**src/rtl/if_pkg.sv**
```systemverilog
// Shared types and constants for the RV32I instruction-fetch front end.
package if_pkg;

    localparam int XLEN = 32;
    localparam logic [XLEN-1:0] NOP_INSTR = 32'h0000_0013;

    typedef struct packed {
        logic [XLEN-1:0] pc;
        logic [XLEN-1:0] instr;
    } fetch_entry_t;

    typedef enum logic {
        BOOT,
        RUN
    } fetch_state_e;

endpackage

```
**src/rtl/if_fetch_buffer.sv**
```systemverilog
// In-order fetch buffer: slots are allocated at grant (PC), filled at response
// (instruction) and released at pop. Pointers carry one wrap bit.
module if_fetch_buffer
    import if_pkg::*;
#(
    parameter int DEPTH = 2,
    localparam int IW = $clog2(DEPTH),
    localparam int PW = IW + 1
) (
    input  logic            clk_i,
    input  logic            rst_i,
    input  logic            flush_i,
    input  logic            alloc_i,
    input  logic [XLEN-1:0] alloc_pc_i,
    input  logic            fill_i,
    input  logic [XLEN-1:0] fill_instr_i,
    input  logic            pop_i,
    output logic [PW-1:0]   occupancy_o,
    output logic [PW-1:0]   outstanding_o,
    output logic            head_valid_o,
    output logic [XLEN-1:0] head_pc_o,
    output logic [XLEN-1:0] head_instr_o
);

    fetch_entry_t mem [DEPTH];

    logic [PW-1:0] alloc_ptr;
    logic [PW-1:0] fill_ptr;
    logic [PW-1:0] rd_ptr;

    // NOTE: sequential state uses non-blocking assignments so every flop samples pre-edge values.
    always_ff @(posedge clk_i or posedge rst_i) begin
        if (rst_i) begin
            alloc_ptr <= '0;
            fill_ptr  <= '0;
            rd_ptr    <= '0;
        end else if (flush_i) begin
            alloc_ptr <= '0;
            fill_ptr  <= '0;
            rd_ptr    <= '0;
        end else begin
            if (alloc_i) alloc_ptr <= alloc_ptr + 1'b1;
            if (fill_i)  fill_ptr  <= fill_ptr + 1'b1;
            if (pop_i)   rd_ptr    <= rd_ptr + 1'b1;
        end
    end

    // NOTE: storage is not reset; the pointers alone decide which slots hold live data.
    always_ff @(posedge clk_i) begin
        if (alloc_i && !flush_i) mem[alloc_ptr[IW-1:0]].pc    <= alloc_pc_i;
        if (fill_i && !flush_i)  mem[fill_ptr[IW-1:0]].instr  <= fill_instr_i;
    end

    assign occupancy_o   = alloc_ptr - rd_ptr;
    assign outstanding_o = alloc_ptr - fill_ptr;
    assign head_valid_o  = (fill_ptr != rd_ptr);
    assign head_pc_o     = mem[rd_ptr[IW-1:0]].pc;
    assign head_instr_o  = mem[rd_ptr[IW-1:0]].instr;

endmodule

```
**src/rtl/if_fetch_queue.sv**
```systemverilog
// Instruction-fetch front end: fetch PC, imem req/gnt/rvalid handshake,
// redirect flush with stale-response discard, and the in-order fetch buffer.
module if_fetch_queue
    import if_pkg::*;
#(
    parameter logic [XLEN-1:0] RESET_PC = 32'h0000_0000,
    parameter int DEPTH = 2
) (
    input  logic            clk_i,
    input  logic            rst_i,
    output logic            imem_req_o,
    output logic [XLEN-1:0] imem_addr_o,
    input  logic            imem_gnt_i,
    input  logic            imem_rvalid_i,
    input  logic [XLEN-1:0] imem_rdata_i,
    input  logic            redirect_i,
    input  logic [XLEN-1:0] redirect_pc_i,
    input  logic            stall_i,
    output logic            instr_valid_o,
    output logic [XLEN-1:0] instr_o,
    output logic [XLEN-1:0] pc_o
);

    localparam int PW = $clog2(DEPTH) + 1;
    localparam int DW = PW + 1;
    localparam logic [PW-1:0] DEPTH_CNT = PW'(DEPTH);

    fetch_state_e    state, state_nxt;
    logic [XLEN-1:0] fetch_pc;
    logic [DW-1:0]   discard;
    logic [PW-1:0]   occupancy;
    logic [PW-1:0]   outstanding;
    logic            head_valid;
    logic [XLEN-1:0] head_pc;
    logic [XLEN-1:0] head_instr;
    logic            grant;
    logic            keep;
    logic            pop;

    always_ff @(posedge clk_i or posedge rst_i) begin
        if (rst_i) state <= BOOT;
        else       state <= state_nxt;
    end

    // NOTE: default first so every path assigns state_nxt and no latch is inferred.
    always_comb begin
        state_nxt = state;
        case (state)
            BOOT:    state_nxt = RUN;
            RUN:     state_nxt = RUN;
            default: state_nxt = BOOT;
        endcase
    end

    assign imem_req_o  = (state == RUN) && (occupancy < DEPTH_CNT) && !redirect_i;
    assign imem_addr_o = fetch_pc;
    assign grant       = imem_req_o && imem_gnt_i;
    assign keep        = imem_rvalid_i && !redirect_i && (discard == '0);
    assign pop         = head_valid && !stall_i && !redirect_i;

    always_ff @(posedge clk_i or posedge rst_i) begin
        if (rst_i)           fetch_pc <= RESET_PC;
        else if (redirect_i) fetch_pc <= redirect_pc_i & ~XLEN'(3);
        else if (grant)      fetch_pc <= fetch_pc + XLEN'(4);
    end

    // Stale responses still owed from an earlier redirect stay in the count.
    always_ff @(posedge clk_i or posedge rst_i) begin
        if (rst_i)
            discard <= '0;
        else if (redirect_i)
            discard <= discard + DW'(outstanding) - DW'(imem_rvalid_i);
        else if (imem_rvalid_i && (discard != '0))
            discard <= discard - 1'b1;
    end

    if_fetch_buffer #(
        .DEPTH(DEPTH)
    ) u_buffer (
        .clk_i        (clk_i),
        .rst_i        (rst_i),
        .flush_i      (redirect_i),
        .alloc_i      (grant),
        .alloc_pc_i   (fetch_pc),
        .fill_i       (keep),
        .fill_instr_i (imem_rdata_i),
        .pop_i        (pop),
        .occupancy_o  (occupancy),
        .outstanding_o(outstanding),
        .head_valid_o (head_valid),
        .head_pc_o    (head_pc),
        .head_instr_o (head_instr)
    );

    assign instr_valid_o = head_valid;
    assign instr_o       = head_valid ? head_instr : NOP_INSTR;
    assign pc_o          = head_valid ? head_pc : '0;

endmodule
```
**config.mk**
```make
export PLATFORM = sky130hd
export DESIGN_NAME = if_fetch_queue
export DESIGN_NICKNAME = d
export VERILOG_FILES = /design/src/rtl/if_pkg.sv /design/src/rtl/if_fetch_buffer.sv /design/src/rtl/if_fetch_queue.sv
export SDC_FILE = /design/constraint.sdc
export NUM_CORES = 1
export LEC_CHECK = 0
export ABC_AREA = 1
export ABC_CLOCK_PERIOD_IN_PS = 7900
export BUFFER_PORTS_ARGS = -buffer_cell sky130_fd_sc_hd__buf_2
export CORE_ASPECT_RATIO = 0.7
export CORE_MARGIN = 5
export CORE_UTILIZATION = 40
export DETAILED_ROUTE_END_ITERATION = 8
export MAX_ROUTING_LAYER = met4
export SLEW_MARGIN = 10
export SYNTH_ARGS = -nofsm -noshare
export SYNTH_HDL_FRONTEND = slang
export SYNTH_HIERARCHICAL = 1
export SYNTH_SLANG_ARGS = --single-unit
export TNS_END_PERCENT = 10
```
**constraint.sdc**
```tcl
create_clock -name clk_i -period 7.9 [get_ports clk_i]
set_clock_uncertainty 0.15 [all_clocks]
set_input_delay 2.37 -clock clk_i [delete_from_list [all_inputs] [get_ports clk_i]]
set_output_delay 2.37 -clock clk_i [all_outputs]
set_load 0.01 [all_outputs]
```
==> out/results.txt <==
Maximum clock insertion buffer count: 2
Die width: 181 um
Overall global routing resource usage: 17.2%
Post-CTS Repair Setup Buffers: 0
Max-capacitance violation count: 0
Commonest cells after routing, fill and taps aside: nand2_1, inv_1, buf_2
Die outline height: 130 um
Antenna violations before repair: 0
Remaining antenna violation count: 0
Overall power after layout: 0.00229 W
Final period util: 72.6%
Pin slew with the least headroom to its limit: 0.990 ns
Fraction of layout instances using a drive strength above 1: 20.4%
Clock network latency to the later pin of the worst-skew pair: 0.43 ns
Number of clock buffers inserted by TritonCTS: 17
Largest net degree at the start of global routing: 75
Number of design rule violations left after detail routing: 0
Hpwl dp: 13.5 mm
Number of buffer cells added on primary ports: 163
Final-report setup violation count: 0
Aggregate routed wire length: 19.3 mm
Post-Syn Instances: 910
Final net count: 1150
Required @ worst endpoint: 5.38 ns
Clock slew seen by the registers of the worst setup and hold paths: 0.07 ns
First drt pass iteration count: 4
Number of diodes: 0
IO Pins: 168
Sort of element at the end of the critical path: output port
Max_slew headroom: 33.8%
Data arrival time of the worst path: 3.21 ns
P per Cell Area: 232 nW/um^2
Post-Synthesis Cell Area: 8160 sq um
Final critical-path required period: 5.73 ns
Synth warn: 6
Fin Setup TNS: 0 ns
Final std cell area, no fill: 9860 sq um
Number of max-slew violations in the final report: 0
Synthesis-to-layout area growth: 20.8%
Via count of the first global-routing pass: 5657
Count of endpoints failing hold in the final timing report: 0
RSZ-0062 raised after global routing: no
Pre-CTS setup slack: 2.13 ns
Row Count: 43
Hold WC Path Type: reg2reg
Nature of the critical path startpoint: input port
Run status: finished clean
Placed insts: 1322
Area post-placement: 9200 sq um
Max IR drop VDD: 0.152 mV
Total congestion overflow after global routing: 0
Path type of the worst setup path: in2out
Die Outline Area: 23400 sq um
Routed wire length per instance: 14.2 um
Placeable core region: 20000 sq um
Total number of H-tree levels: 4
First-pass GRT wire length: 30.5 mm
Clk root buf: clkbuf_16
Top achievable clock speed: 0.174 GHz
Placer congestion estimate: 0.875
Resize count post-CTS: 0
Via count: 6102
CTS hold repair buffers: 0
Worst Path Max Fanout: 36
Synthesized area divided by synthesized cell count: 8.97 sq um
Pleak: 4.82 nW
Clock tree from TritonCTS: yes
Drt first-iter violations: 442
Number of sinks handled by clock tree synthesis: 168
Worst Slack Setup Final: 2.17 ns
Via-to-Cell Ratio: 4.51
Most common cell after layout, fill and taps aside: nand2_1
Count of placed standard cells in the final layout, fillers left out: 1354
Initial standard-cell utilization of the core: 40.9%
==> through the flow <==
| stage | hold slack, ns | utilization, % |
|---|---|---|
| floorplan | 0.310 | - |
| global placement | 0.330 | 46.1 |
| detailed placement | 0.344 | 46.1 |
| CTS | 0.365 | 49.4 |
| global route | 0.381 | 49.4 |
| finish | 0.374 | 49.4 |
==> registers in the layout, indices dropped and copies added (netlist names) <==
signal              flops
u_buffer/rd_ptr         2
u_buffer/fill_ptr       2
discard                 3
imem_addr_o            30
u_buffer/mem          128
state                   1
u_buffer/alloc_ptr      2
==> routing by layer <==
metal / up-vias / share of wire (%) / track usage (%)
met4: 0 / 1.3 / 4.27
met3: 19 / 5.0 / 3.59
li1: 3159 / - / -
met1: 2776 / 50 / 24.9
met2: 148 / 44 / 24.9
met5: - / 0 / -
==> cell type report <==
class / instances / area (sq um)
Fill cell: 1900 / 10100
Sequential cell: 168 / 4850
Multi-Input combinational cell: 525 / 2440
Timing Repair Buffer: 169 / 861
Inverter: 190 / 713
Clock buffer: 17 / 425
Tap cell: 270 / 338
Clock inverter: 15 / 233
==> worst max-delay path, cell delays in order <==
cell,delay (ns)
buf_2,0.56
nor3_4,0.10
buf_2,0.17
==> final timing paths <==
kind / cells past startpoint / to / slack [ns] / start
worst max-delay path: 3 / imem_req_o / 2.17 / redirect_i
worst min-delay path: 2 / discard[2] / 0.37 / discard[2]
worst max register to register: 10 / u_buffer/mem[1][46] / 4.12 / u_buffer/rd_ptr[0]
worst min register to register: 2 / discard[2] / 0.37 / discard[2]
max in group asynchronous: 3 / imem_addr_o[29] / 5.34 / rst_i
min in group asynchronous: 2 / u_buffer/alloc_ptr[0] / 1.74 / rst_i
==> report_power, final <==
part / internal (W) / leakage [nW] / switching (W)
clock network: 0.000545 / 0.313 / 0.000371
registers: 0.00100 / 1.64 / 0.0000604
logic: 0.000120 / 2.86 / 0.000193
(Power assumes the default switching activity.)
